File: config.mk
export PLATFORM = sky130hd
export DESIGN_NAME = prio_irq_encoder
export DESIGN_NICKNAME = d
export VERILOG_FILES = /design/src/rtl/prio_irq_pkg.sv /design/src/rtl/prio_find.sv /design/src/rtl/prio_irq_encoder.sv
export SDC_FILE = /design/constraint.sdc
export NUM_CORES = 1
export LEC_CHECK = 0
export BUFFER_PORTS_ARGS = -buffer_cell sky130_fd_sc_hd__buf_4
export CORE_MARGIN = 2
export CORE_UTILIZATION = 50
export DETAILED_ROUTE_END_ITERATION = 7
export PLACE_DENSITY = 0.88
export SLEW_MARGIN = 10
export SYNTH_ARGS = -nofsm -noshare
export SYNTH_HDL_FRONTEND = slang
export SYNTH_SLANG_ARGS = --single-unit
File: constraint.sdc
create_clock -name CLK -period 2 [get_ports CLK]
set_input_delay 0.2 -clock CLK [delete_from_list [all_inputs] [get_ports CLK]]
set_output_delay 0.2 -clock CLK [all_outputs]
set_load 0.005 [all_outputs]
File: src/rtl/prio_irq_pkg.sv
// ---------------------------------------------------------------------------
// prio_irq_pkg
//   Shared definitions for the priority interrupt encoder:
//     - state_e      : presenter FSM encoding (IDLE=0, PRESENT=1)
//     - none_idx()   : all-ones "no channel" index for a given index width
// ---------------------------------------------------------------------------
package prio_irq_pkg;

    typedef enum logic {
        IDLE    = 1'b0,
        PRESENT = 1'b1
    } state_e;

    // All-ones value in the low w bits; used as the OUT value when nothing is
    // being presented. w is at most 5 for the supported channel counts.
    function automatic logic [31:0] none_idx(input int unsigned w);
        none_idx = (32'd1 << w) - 32'd1;
    endfunction

endpackage

File: src/rtl/prio_find.sv
// ---------------------------------------------------------------------------
// prio_find
//   Combinational search for the first set bit of vec, starting at bit
//   position base and descending, wrapping from 0 back to N-1.
//   With base = N-1 this is a plain fixed-priority encoder (MSB wins).
//
//   Ports
//     vec   : candidate vector, one bit per channel
//     base  : first position examined (highest priority for this search)
//     idx   : index of the winning channel (0 when found=0)
//     found : at least one bit of vec is set
// ---------------------------------------------------------------------------
module prio_find #(
    parameter  int N = 8,
    localparam int W = $clog2(N)
) (
    input  logic [N-1:0] vec,
    input  logic [W-1:0] base,
    output logic [W-1:0] idx,
    output logic         found
);

    always_comb begin
        int           p;
        logic [W-1:0] cand;
        idx   = '0;
        found = 1'b0;
        p     = 0;
        cand  = '0;
        for (int k = 0; k < N; k++) begin
            // Position k steps below base, modulo N (N need not be a power
            // of two, so the wrap is done explicitly).
            p = int'(base) - k;
            if (p < 0) begin
                p = p + N;
            end
            cand = W'(p);
            if (!found && vec[cand]) begin
                found = 1'b1;
                idx   = cand;
            end
        end
    end

endmodule

File: src/rtl/prio_irq_encoder.sv
// ---------------------------------------------------------------------------
// prio_irq_encoder
//   Edge-detecting interrupt collector with a single presented index.
//   Rising edges on IN set per-channel pending bits; an IDLE/PRESENT FSM
//   latches the highest-priority unmasked pending channel onto OUT and holds
//   it until the consumer acknowledges it.
//
//   Handshake: VALID=1 means OUT names a pending channel. The presentation is
//   transferred on a rising CLK edge where VALID=1 and ACK=1; that edge clears
//   the channel's pending bit and VALID drops for at least one cycle. ACK with
//   VALID=0 has no effect. OUT/VALID never change while VALID=1 and ACK=0.
//
//   Ports
//     CLK   : clock, rising edge
//     RST_N : asynchronous active-low reset
//     IN    : [N_IN] level request lines, edge-detected internally
//     MASK  : [N_IN] 1 = channel not eligible for selection (still recorded)
//     ACK   : consumer accepts the presented index
//     OUT   : [IDX_W] presented index, all-ones when VALID=0
//     VALID : OUT holds a pending, selected channel
//     OVR   : one-cycle pulse when an edge hits an already pending channel
//
//   Configuration
//     PRIO_IRQ_RR_EN : when defined, rotating priority. After ACK of index k
//                      the search starts at k-1 (wrapping) and descends.
//                      When undefined, fixed priority, N_IN-1 highest.
// ---------------------------------------------------------------------------
module prio_irq_encoder
    import prio_irq_pkg::*;
#(
    parameter  int N_IN  = 8,
    localparam int IDX_W = $clog2(N_IN)
) (
    input  logic             CLK,
    input  logic             RST_N,
    input  logic [N_IN-1:0]  IN,
    input  logic [N_IN-1:0]  MASK,
    input  logic             ACK,
    output logic [IDX_W-1:0] OUT,
    output logic             VALID,
    output logic             OVR
);

    localparam logic [IDX_W-1:0] NONE_IDX = IDX_W'(none_idx(IDX_W));
    localparam logic [IDX_W-1:0] TOP_IDX  = IDX_W'(N_IN - 1);

    // FSM state is a plain named signal so checkers can bind to it.
    state_e           state;
    state_e           state_nxt;

    logic [N_IN-1:0]  in_d;
    logic [N_IN-1:0]  pending;
    logic [N_IN-1:0]  rise;
    logic [N_IN-1:0]  eligible;
    logic [N_IN-1:0]  clr;
    logic             ack_take;

    logic [IDX_W-1:0] out_q;
    logic [IDX_W-1:0] out_nxt;
    logic             valid_q;
    logic             valid_nxt;
    logic             ovr_q;

    logic [IDX_W-1:0] base;
    logic [IDX_W-1:0] find_idx;
    logic             find_found;

    // -----------------------------------------------------------------------
    // Edge detection and pending bookkeeping
    // -----------------------------------------------------------------------
    assign rise     = IN & ~in_d;
    assign eligible = pending & ~MASK;
    assign ack_take = (state == PRESENT) && ACK;
    assign clr      = ack_take ? (N_IN'(1) << out_q) : '0;

    // -----------------------------------------------------------------------
    // Search start position
    // -----------------------------------------------------------------------
`ifdef PRIO_IRQ_RR_EN
    logic [IDX_W-1:0] ptr;

    // Pointer moves to just below the channel that was served, so that
    // channel becomes the lowest priority for the next search.
    always_ff @(posedge CLK or negedge RST_N) begin
        if (!RST_N) begin
            ptr <= TOP_IDX;
        end else if (ack_take) begin
            ptr <= (out_q == '0) ? TOP_IDX : (out_q - 1'b1);
        end
    end

    assign base = ptr;
`else
    assign base = TOP_IDX;
`endif

    prio_find #(
        .N (N_IN)
    ) u_find (
        .vec   (eligible),
        .base  (base),
        .idx   (find_idx),
        .found (find_found)
    );

    // -----------------------------------------------------------------------
    // Presenter FSM: next state and registered outputs
    // -----------------------------------------------------------------------
    always_comb begin
        state_nxt = state;
        out_nxt   = out_q;
        valid_nxt = valid_q;
        case (state)
            IDLE: begin
                if (find_found) begin
                    out_nxt   = find_idx;
                    valid_nxt = 1'b1;
                    state_nxt = PRESENT;
                end else begin
                    out_nxt   = NONE_IDX;
                    valid_nxt = 1'b0;
                end
            end
            PRESENT: begin
                // Held regardless of new requests or MASK changes; only ACK
                // releases the presentation.
                if (ACK) begin
                    out_nxt   = NONE_IDX;
                    valid_nxt = 1'b0;
                    state_nxt = IDLE;
                end
            end
            default: begin
                out_nxt   = NONE_IDX;
                valid_nxt = 1'b0;
                state_nxt = IDLE;
            end
        endcase
    end

    always_ff @(posedge CLK or negedge RST_N) begin
        if (!RST_N) begin
            state   <= IDLE;
            out_q   <= NONE_IDX;
            valid_q <= 1'b0;
            ovr_q   <= 1'b0;
            pending <= '0;
            in_d    <= '0;
        end else begin
            state   <= state_nxt;
            out_q   <= out_nxt;
            valid_q <= valid_nxt;
            in_d    <= IN;
            // Set wins over a coincident ACK clear of the same channel.
            pending <= (pending & ~clr) | rise;
            // A coincident clear makes the new edge a fresh event, not an
            // overrun.
            ovr_q   <= |(rise & pending & ~clr);
        end
    end

    assign OUT   = out_q;
    assign VALID = valid_q;
    assign OVR   = ovr_q;

endmodule

Yosys cells after proc, flatten, opt, wreduce, memory -nomap -nowiden
Index checks and enable logic that the tools add are counted.
Word-level totals
  bits of input ports: 19
  flip-flop bits (word level): 22
  word-level logic and storage cells: 59
Cells by class
  reductions and logical operators: 16
  muxes and demuxes: 25
  equality and inequality tests: 1
  shifts and indexed selects: 1
  bitwise gates (word level): 10
Operator list (number)
  bitwise AND 8 bit: 5
  2-to-1 mux 3 bit: 10
  inverter 8 bit: 3
  2-to-1 mux 1 bit: 11
  logical AND 1 bit: 8
  2-to-1 mux 8 bit: 1
  OR 8 bit: 1
  OR reduction 8 bit: 1
  << shifter 1 x 3 -> 8 bit (first input constant): 1
  logical NOT 1 bit: 7
  one-hot mux 3 bit (2 select lines): 1
  one-hot mux 1 bit (2 select lines): 2
  != test 2 bit (second input constant): 1
  inverter 1 bit: 1

Longest topological paths before layout
Gate-level depths: netlist (run 1).
  depth in word-level cells: 26
  depth in mapped cells: 5
  gate-level depth less buffers: 4

By module
Synthesis (run 1) repeated with hierarchy kept, for this count alone.
Unflattened totals
  cell total of the unflattened synthesis: 199
  area total of the unflattened synthesis: 1995.7 µm²
Modules (own cells, without submodules)
  prio_find: times used 1, area an instance 1088.5 µm², seq. area each 0.0 µm², cells an instance 115
  prio_irq_encoder: times used 1, area an instance 907.1 µm², seq. area each 554.3 µm², cells an instance 84

Least setup slack after synthesis (run 1)
No wires, ideal clock.
  kind: reg2reg
  from: reg out_q[0], in the netlist OUT[0]
  to: reg ovr_q, in the netlist OVR
  clock period less this slack: 1675 ps
  buffers on the path: 0
  arrival time: 1537 ps
  path slack: 325 ps
  required time: 1862 ps
  library setup time: 138 ps
  cell stages (with the launch flop): 5
  cells stage by stage: dfstp_2 -> inv_2 -> o41ai_2 -> o22ai_1 -> or4_1
Between the ends
  word-level cells in the longest chain between the ends: 5
RTL lines
  start, declared: RTL line prio_irq_encoder.sv:58  | logic [IDX_W-1:0] out_q;
  start signal, assigned: RTL line prio_irq_encoder.sv:151  | out_q <= out_nxt;
  << shifter 1 x 3 -> 8 bit: RTL line prio_irq_encoder.sv:74  | assign clr = ack_take ? (N_IN'(1) << out_q) : '0;
  2-to-1 mux 8 bit: RTL line prio_irq_encoder.sv:74
  inverter 8 bit: RTL line prio_irq_encoder.sv:158  | ovr_q <= |(rise & pending & ~clr);
  bitwise AND 8 bit: RTL line prio_irq_encoder.sv:158
  OR reduction 8 bit: RTL line prio_irq_encoder.sv:158
  end signal, assigned: RTL line prio_irq_encoder.sv:158
  end, declared: RTL line prio_irq_encoder.sv:62  | logic ovr_q;
No other way between the ends.
A chain may end at the register's enable or synchronous reset.

Worst setup path after layout (run 1)
  from: reg state
  to: reg ovr_q, in the netlist OVR
Between the ends
  word-level cells in the longest chain between the ends: 5
RTL lines
  start, declared: RTL line prio_irq_encoder.sv:48  | state_e state;
  start signal, assigned: RTL line prio_irq_encoder.sv:150  | state <= state_nxt;
  logical AND 1 bit: RTL line prio_irq_encoder.sv:73  | assign ack_take = (state == PRESENT) && ACK;
  2-to-1 mux 8 bit: RTL line prio_irq_encoder.sv:74
  inverter 8 bit: RTL line prio_irq_encoder.sv:158
  bitwise AND 8 bit: RTL line prio_irq_encoder.sv:158
  OR reduction 8 bit: RTL line prio_irq_encoder.sv:158
No other way between the ends.

==> run_results.csv, run 1 <==
group,metric,value,unit
flow_run,drv_cap,0,
detailed_routing,firstDrtPassIters,4,
die,fp.dieW,47.3,um
cells_and_area,antenna_cells,0,
detailed_routing,wl,1.74,mm
critical_path,cp.required,2.17,ns
timing,clock.fmax,532,MHz
timing,hold_viol,0,
detailed_routing,drc,0,
cells_and_area,fin_cells,139,
detailed_routing,routed-via-count,740,
timing,period_needed,1.88,ns
yosys,yosysTopAreaCell,"dfrtp_1",
power,ir_drop,516,uV
die,coreArea,1750,um^2
yosys,netlist_instances,87,
place,dp_hpwl,1.43,mm
timing,clock-skew-final,0.00617,ns
timing,rsz0062_at_grt,"false",
clock_tree,ctsLongestPathBuffers,2,
yosys,yosysSeqAreaShare,59.1,%
die,die_y,47.3,um
yosys,synth_top_area_share,50.7,%
cells_and_area,syn_to_final_growth,24.8,%
die,start_util,53.7,%
global_routing,grt_pass1_wl,2.75,mm
detailed_routing,antenna_left,0,
global_routing,grt_max_degree,23,
timing,finalMaxSlewViolations,0,
cells_and_area,multi_input_area,353,um^2
power,powerDensity,1000,nW/um^2
place,place_congestion,0.830,
cells_and_area,mostFrequentLayoutCells,"23 x buf_4, 19 x dfrtp_1, 10 x nand2_1",
power,p_sw_share,32.2,%
global_routing,grt_pass1_vias,682,
yosys,syn_nets,106,
cells_and_area,layout_commonest_cell,"buf_4",
power,seqPwrFrac,54.7,%
clock_tree,cts_buffers,3,
cells_and_area,fillers,147,
die,fp-row-count,15,
place,io_buffers,23,
power,leakage,0.503,nW
clock_tree,cts.clk_slew.worst_paths,0.11,ns
timing,finalSetupViolations,0,
cells_and_area,fin_nets,134,
yosys,syn_area_per_cell,10.8,um^2
yosys,synth-adder-area-share,0,%
timing,period_share,94.0,%
yosys,yosys-mux-area-fraction,0,%
cells_and_area,regArea,554,um^2
yosys,yosysWarnings,0,
clock_tree,post_cts_buffers,0,
timing,tightestPinTransition,0.497,ns
power,pwr-share-comb,28.7,%
detailed_routing,viasPerCell,5.32,
yosys,ys_ff_latch,22,
place,dpl_cell_area,1130,um^2
yosys,synth_area_leaders,"dfrtp_1 51%, dfstp_2 8.4%, nand2b_1 5.3%, o21ai_0 4.8%, nor2b_1 4.7%",
yosys,synth_cell_type_count,25,
critical_path,start_kind,"flip-flop",
timing,fin_setup_tns,0,ns
global_routing,overflow,0,
yosys,synthSimpleGateAreaFrac,21.0,%
timing,fin_hold_ws,0.00982,ns
run_status,status,"completed",
detailed_routing,wl_per_cell,12.5,um
timing,setup_slack,0.120,ns
clock_tree,cts_tree,"done",
worst_hold_path,hold_class,"in -> reg",
die,die-area,2240,um^2
critical_path,arrival,2.05,ns
yosys,synth-compound-area-share,16.7,%
place,dp.cells,134,
power,p_total,1.17,mW
place,place_ws,0.162,ns
detailed_routing,drt_iter0_drc,13,
critical_path,critPathMaxFanout,9,
power,pwr-share-clk,16.6,%
clock_tree,numClockSinks,22,
global_routing,antenna_found_initial,0,
cells_and_area,final_core_util,67.0,%
cells_and_area,finalInstanceArea,1170,um^2
yosys,synth_top_family_by_area,"simple AND/OR/NAND/NOR gates",
timing,maxSlewHeadroom,66.4,%
clock_tree,h-tree-depth,1,
global_routing,grtUsageTotal,17.8,%
die,io_pins,24,
power,p_int,0.794,mW
yosys,synth_xor_area_share,0,%
yosys,netlist_area,937,um^2
cells_and_area,drive_gt1_share,28.1,%
clock_tree,clock_latency,0.30,ns
critical_path,critPathCaptureType,"flip-flop",
clock_tree,cts-root-buf,"clkbuf_4",
power,p_sw,0.377,mW
critical_path,path_class,"reg -> reg",
==> flip-flops by register name (all words and copies together) (netlist names) <==
| register | flops |
|---|---|
| OUT | 3 |
| OVR | 1 |
| VALID | 1 |
| in_d | 8 |
| pending | 8 |
| state | 1 |
==> synthesized netlist by cell type, drive strengths merged <==
cell type / instances
o21ai: 9
or4: 1
nor2b: 7
inv: 6
nor2: 3
nand4: 1
nand2: 11
dfstp: 3
o221ai: 1
nand4b: 2
o22a: 2
dfrtp: 19
buf: 1
nand2b: 8
o41ai: 3
nor4: 1
o31ai: 1
o22ai: 3
a41o: 1
nor3: 2
o2111ai: 1
a31oi: 1
==> power by group through the flow <==
stage / clock (mW) / sequential [mW] / combinational, mW
3_3_place_gp: 0 / 0.641 / 0.326
4_1_cts: 0.199 / 0.637 / 0.337
2_1_floorplan: 0 / 0.611 / 0.230
3_5_place_dp: 0 / 0.649 / 0.333
5_1_grt: 0.216 / 0.653 / 0.374
6_report: 0.194 / 0.641 / 0.336
==> critical path, stage by stage (launching register included) <==
cell and delay, ns:
dfrtp_1 0.53, nand2_2 0.10, o41ai_1 0.44, o22ai_1 0.16
or4_1 0.53
==> cell type report <==
class	instances	share of cell area, %
Sequential cell	22	47.4
Multi-Input combinational cell	58	30.2
Timing Repair Buffer	24	15.6
Tap cell	25	2.67
Clock buffer	4	2.25
Inverter	6	1.93
==> layer usage <==
layer  track usage [%]  vias up  share of wire [%]
met1              23.4      348                 46
met2              29.7       20                 47
met3              3.85        4                4.4
met5                 0        -                  0
li1                  -      368                  -
met4              5.00        0                2.1
==> worst paths after layout <==
| kind | endpoint | from | slack [ns] | cells past startpoint |
|---|---|---|---|---|
| max | OVR | state | 0.12 | 4 |
| min | in_d[5] | IN[5] | 0.01 | 1 |
| max reg2reg | OVR | state | 0.12 | 4 |
| min reg2reg | pending[3] | in_d[3] | 0.46 | 1 |
| max in group asynchronous | OUT[2] | RST_N | 1.42 | 2 |
| min in group asynchronous | in_d[2] | RST_N | 0.30 | 2 |
==> kinds of logic (layout without fill, tap and decap cells) <==
logic type	count (synthesis)	after routing
compound gates	22	22
buf+inv	7	34
simple gates	36	36
flops	22	22
==> timing repair <==
item	4_1_cts	5_1_grt
endpoints found under the hold margin	19	0
gates resized for setup	0	0
hold buffers	1	0
No activity file was read; power rests on OpenSTA's default activity.
==> inputs of run 2 (changes only) <==
==> constraint.sdc (replaced) <==
create_clock -name CLK -period 1.9 [get_ports CLK]
set_input_delay 0.19 -clock CLK [delete_from_list [all_inputs] [get_ports CLK]]
set_output_delay 0.19 -clock CLK [all_outputs]
set_load 0.005 [all_outputs]
==> run 2 against run 1 <==
Compared with the run above:
- clock-buffer cell count unchanged
- non-clock buffer count rose by 9
- power is 9.5% higher
- wire length grew 8.9%
- largest cell class unchanged
- hold slack improved by 0.17 ns
- sequential share of layout area is 3.7 points lower
- register-to-register slack hardly changed
==> run_results.csv, run 2 (same netlist as run 1, synthesis figures left out) <==
group,metric,value,unit
global_routing,grt_pass1_vias,745,
clock_tree,cts_buffers,3,
timing,hold_viol,0,
cells_and_area,drive_gt1_share,26.8,%
worst_hold_path,min_from,"ACK",
die,io_pins,24,
detailed_routing,drc,0,
cells_and_area,syn_to_final_growth,35.4,%
die,die-area,2240,um^2
critical_path,path_class,"reg -> reg",
timing,finalMaxSlewViolations,0,
timing,fin_setup_tns,0,ns
cells_and_area,layout_commonest_cell,"buf_4",
cells_and_area,mostFrequentLayoutCells,"24 x buf_4, 19 x dfrtp_1, 10 x nand2_1",
detailed_routing,drt_iter0_drc,13,
clock_tree,numClockSinks,22,
detailed_routing,wl_per_cell,12.8,um
timing,clock.fmax,565,MHz
die,start_util,53.7,%
timing,maxSlewHeadroom,70.6,%
detailed_routing,wl,1.89,mm
global_routing,overflow,0,
global_routing,grt_pass1_wl,3.13,mm
timing,fin_hold_ws,0.181,ns
place,place_congestion,0.803,
place,dp.cells,135,
die,fp-row-count,15,
detailed_routing,antenna_left,0,
timing,period_share,93.1,%
timing,tightestPinTransition,0.435,ns
timing,rsz0062_at_grt,"false",
global_routing,antenna_found_initial,0,
timing,finalSetupViolations,0,
critical_path,arrival,1.95,ns
critical_path,critPathCaptureType,"flip-flop",
critical_path,critPathMaxFanout,7,
critical_path,critPathMaxStageDelay,0.62,ns
clock_tree,ctsLongestPathBuffers,2,
critical_path,rr_startpoint,"OUT[1]",
power,ir_drop,617,uV
detailed_routing,routed-via-count,780,
worst_hold_path,hold_class,"in -> reg",
cells_and_area,fin_nets,143,
critical_path,crit_chain,"nand4_1, o21ai_0, o22ai_1, or4_1",
critical_path,setup.worst_path.start,"OUT[1]",
power,powerDensity,1010,nW/um^2
detailed_routing,viasPerCell,5.27,
clock_tree,cts_tree,"done",
critical_path,start_kind,"flip-flop",
cells_and_area,fillers,137,
detailed_routing,firstDrtPassIters,4,
critical_path,cp.required,2.08,ns
die,die_y,47.3,um
global_routing,grtUsageTotal,20.4,%
clock_tree,post_cts_buffers,0,
die,fp.dieW,47.3,um
clock_tree,cts.clk_slew.worst_paths,0.11,ns
clock_tree,clock_latency,0.30,ns
critical_path,cpMaxStageDelayCell,"dfstp_2",
cells_and_area,fin_cells,148,
flow_run,drv_cap,0,
power,leakage,0.550,nW
die,coreArea,1750,um^2
clock_tree,cts-root-buf,"clkbuf_4",
cells_and_area,antenna_cells,0,
run_status,status,"completed",
place,io_buffers,23,
timing,period_needed,1.77,ns
timing,clock-skew-final,0.00775,ns
clock_tree,h-tree-depth,1,
global_routing,grt_max_degree,23,
run 2: cell count changes in the layout (fill, tap and decap cells not counted), sizes merged:
cell / before / now
dlygate4sd3: 1 / 9
buf: 23 / 24
run 2: layout make-up:
| cell class | count | area [um^2] | share of cell area [%] |
|---|---|---|---|
| Sequential cell | 22 | 554 | 43.7 |
| Multi-Input combinational cell | 58 | 364 | 28.7 |
| Clock buffer | 4 | 26.3 | 2.07 |
| Timing Repair Buffer | 33 | 270 | 21.3 |
| Tap cell | 25 | 31.3 | 2.47 |
| Inverter | 6 | 22.5 | 1.78 |
run 2: final timing paths:
path,endpoint,slack [ns],depth (start not counted)
max in group asynchronous,OUT[2],1.32,2
min reg2reg,pending[3],0.47,1
max,OVR,0.13,4
max reg2reg,OVR,0.13,4
min in group asynchronous,in_d[4],0.30,2
min,OUT[0],0.18,3
run 2: routing by layer:
| metal | global-route usage (%) | wire, um | vias up |
|---|---|---|---|
| met5 | 0 | 0 | - |
| met4 | 8.33 | 23 | 0 |
| li1 | - | - | 386 |
| met2 | 33.2 | 922 | 19 |
| met1 | 26.5 | 858 | 371 |
| met3 | 3.85 | 84 | 4 |
run 2: critical path, delay by kind of cell, from the launching register on:
family / cells / cell delay, ns
DFF: 1 / 0.62
and+or+nand+nor: 2 / 0.65
AOI/OAI and AO/OA: 2 / 0.38
run 2: report_power, final:
group	switching [mW]	internal [mW]	leakage [nW]	total (mW)
Sequential	0.0867	0.579	0.231	0.666
Clock	0.129	0.0818	0.0150	0.211
Combinational	0.205	0.201	0.304	0.405
Total	0.421	0.861	0.550	1.28
run 2: what timing repair did:
action | in CTS | in global routing
resized for setup | 0 | 1
endpoints found under the hold margin | 27 | 0
endpoints found under the setup margin | 0 | 1
hold buffers | 9 | 0
run 2: metrics by stage:
step	total power [mW]	instance area, um^2	utilization, %	setup slack (ns)
global route	1.37	1270	72.7	0.0215
CTS	1.28	1260	72.0	0.111
floorplan	0.885	937	-	0.225
detailed placement	1.06	1140	65.4	0.130
global placement	1.03	1140	65.4	0.190
finish	1.28	1270	72.7	0.131
==> inputs of run 3 (changes only) <==
--- a/config.mk
+++ b/config.mk
@@ -9,6 +9,7 @@
 export CORE_MARGIN = 2
 export CORE_UTILIZATION = 50
 export DETAILED_ROUTE_END_ITERATION = 7
+export MAX_ROUTING_LAYER = met4
 export PLACE_DENSITY = 0.88
 export SLEW_MARGIN = 10
 export SYNTH_ARGS = -nofsm -noshare
==> run 3 against run 2 <==
Compared with the run above:
- utilization stayed put
- combinational power hardly changed
- critical path depth is the same
- sequential cell count unchanged
- design area unchanged
- die area is the same
- wire length fell by 0.16%
- setup slack is essentially flat
- final cell count did not move
- global-route usage increased by 0.67 points
- sequential power hardly changed
- register-to-register slack about the same
- highest routed layer unchanged
==> run_results.csv, run 3 (same netlist as run 1, synthesis figures left out) <==
group,metric,value,unit
critical_path,critPathMaxFanout,7,
die,die-area,2240,um^2
global_routing,antenna_found_initial,0,
cells_and_area,mostFrequentLayoutCells,"24 x buf_4, 19 x dfrtp_1, 10 x nand2_1",
critical_path,crit_buf_inv,0,
critical_path,critPathCaptureType,"flip-flop",
critical_path,start_kind,"flip-flop",
worst_hold_path,min_from,"ACK",
place,io_buffers,23,
clock_tree,cts_tree,"done",
clock_tree,numClockSinks,22,
critical_path,arrival,1.95,ns
clock_tree,h-tree-depth,1,
place,place_congestion,0.815,
timing,fin_setup_tns,0,ns
timing,fin_hold_ws,0.181,ns
die,die_y,47.3,um
detailed_routing,routed-via-count,776,
clock_tree,cts.clk_slew.worst_paths,0.11,ns
timing,finalSetupViolations,0,
die,start_util,53.7,%
global_routing,grt_pass1_vias,747,
detailed_routing,wl,1.89,mm
worst_hold_path,hold_class,"in -> reg",
power,leakage,0.550,nW
critical_path,worstReg2RegEnd,"OVR",
timing,period_share,93.1,%
global_routing,grtUsageTotal,21.0,%
die,fp-row-count,15,
timing,clock.fmax,565,MHz
cells_and_area,drive_gt1_share,26.8,%
detailed_routing,drc,0,
timing,period_needed,1.77,ns
critical_path,crit_chain,"nand4_1, o21ai_0, o22ai_1, or4_1",
power,ir_drop,617,uV
global_routing,grt_max_degree,23,
global_routing,grt_pass1_wl,3.13,mm
critical_path,cp.required,2.08,ns
critical_path,rr_startpoint,"OUT[1]",
die,fp.dieW,47.3,um
critical_path,crit_family,"simple AND/OR/NAND/NOR gates",
detailed_routing,wl_per_cell,12.7,um
cells_and_area,antenna_cells,0,
detailed_routing,firstDrtPassIters,4,
timing,hold_viol,0,
worst_hold_path,min_to,"OUT[0]",
critical_path,cpMaxStageDelayCell,"dfstp_2",
critical_path,path_class,"reg -> reg",
cells_and_area,syn_to_final_growth,35.4,%
critical_path,rr_worst_depth,4,
die,io_pins,24,
place,place_ws,0.130,ns
die,coreArea,1750,um^2
cells_and_area,fin_nets,143,
worst_hold_path,hold_path_depth,3,
timing,tightestPinTransition,0.435,ns
flow_run,drv_cap,0,
clock_tree,cts_buffers,3,
timing,setup_slack,0.131,ns
timing,clock-skew-final,0.00784,ns
clock_tree,ctsLongestPathBuffers,2,
detailed_routing,drt_iter0_drc,13,
timing,maxSlewHeadroom,70.6,%
power,p_total,1.28,mW
detailed_routing,antenna_left,0,
clock_tree,post_cts_buffers,0,
timing,finalMaxSlewViolations,0,
global_routing,overflow,0,
critical_path,critPathMaxStageDelay,0.62,ns
clock_tree,clock_latency,0.30,ns
timing,rsz0062_at_grt,"false",
clock_tree,cts-root-buf,"clkbuf_4",
power,powerDensity,1010,nW/um^2
detailed_routing,viasPerCell,5.24,
run_status,status,"completed",
critical_path,ff2ff_setup_slack,0.13,ns
cells_and_area,layout_commonest_cell,"buf_4",
==> run 3: repair_timing <==
item | CTS | global route
gates resized for setup | 0 | 1
endpoints found under the hold margin | 27 | 0
setup endpoints to repair | 0 | 1
hold buffers | 9 | 0
==> run 3: worst reg2reg max path: cells and delay by family, from the launching register on <==
family	cells	cell delay [ns]
AO/OA/AOI/OAI	2	0.38
AND/OR/NAND/NOR	2	0.65
flip-flops	1	0.62
==> run 3: final cells by class <==
class / count / area [um^2]
tap: 25 / 31.3
fill: 137 / 477
timing repair buffer: 33 / 270
sequential: 22 / 554
clock buffer: 4 / 26.3
multi-input combinational: 58 / 364
inverter: 6 / 22.5
==> run 3: how the worst max path moves through the flow <==
stage / from / endpoint / slack, ns / depth (start not counted)
finish: OUT[1] / OVR / 0.13 / 4
global route: OUT[1] / OVR / 0.02 / 4
CTS: OUT[0] / OVR / 0.11 / 4
detailed placement: OUT[0] / OVR / 0.13 / 4
global placement: OUT[0] / OVR / 0.19 / 4
floorplan: OUT[0] / OVR / 0.22 / 4
==> run 3: report_power, final <==
group / leakage, nW / switching [mW] / total [mW] / internal [mW]
clock network: 0.0150 / 0.129 / 0.211 / 0.0818
registers: 0.231 / 0.0867 / 0.666 / 0.579
logic: 0.304 / 0.204 / 0.405 / 0.201
==> run 3: through the flow <==
stage,std cells,area [um^2],util (%)
after floorplan,87,937,-
after global placement,135,1140,65.4
after detailed placement,135,1140,65.4
after CTS,148,1260,72.0
after global routing,148,1270,72.7
final,148,1270,72.7
==> run 3: per-layer routing <==
| metal | track usage (%) | share of wire (%) | wire, um |
|---|---|---|---|
| met5 | - | 0 | 0 |
| met4 | 8.33 | 1.2 | 23 |
| met3 | 3.85 | 4.5 | 84 |
| met2 | 33.2 | 49 | 921 |
| met1 | 26.5 | 45 | 856 |
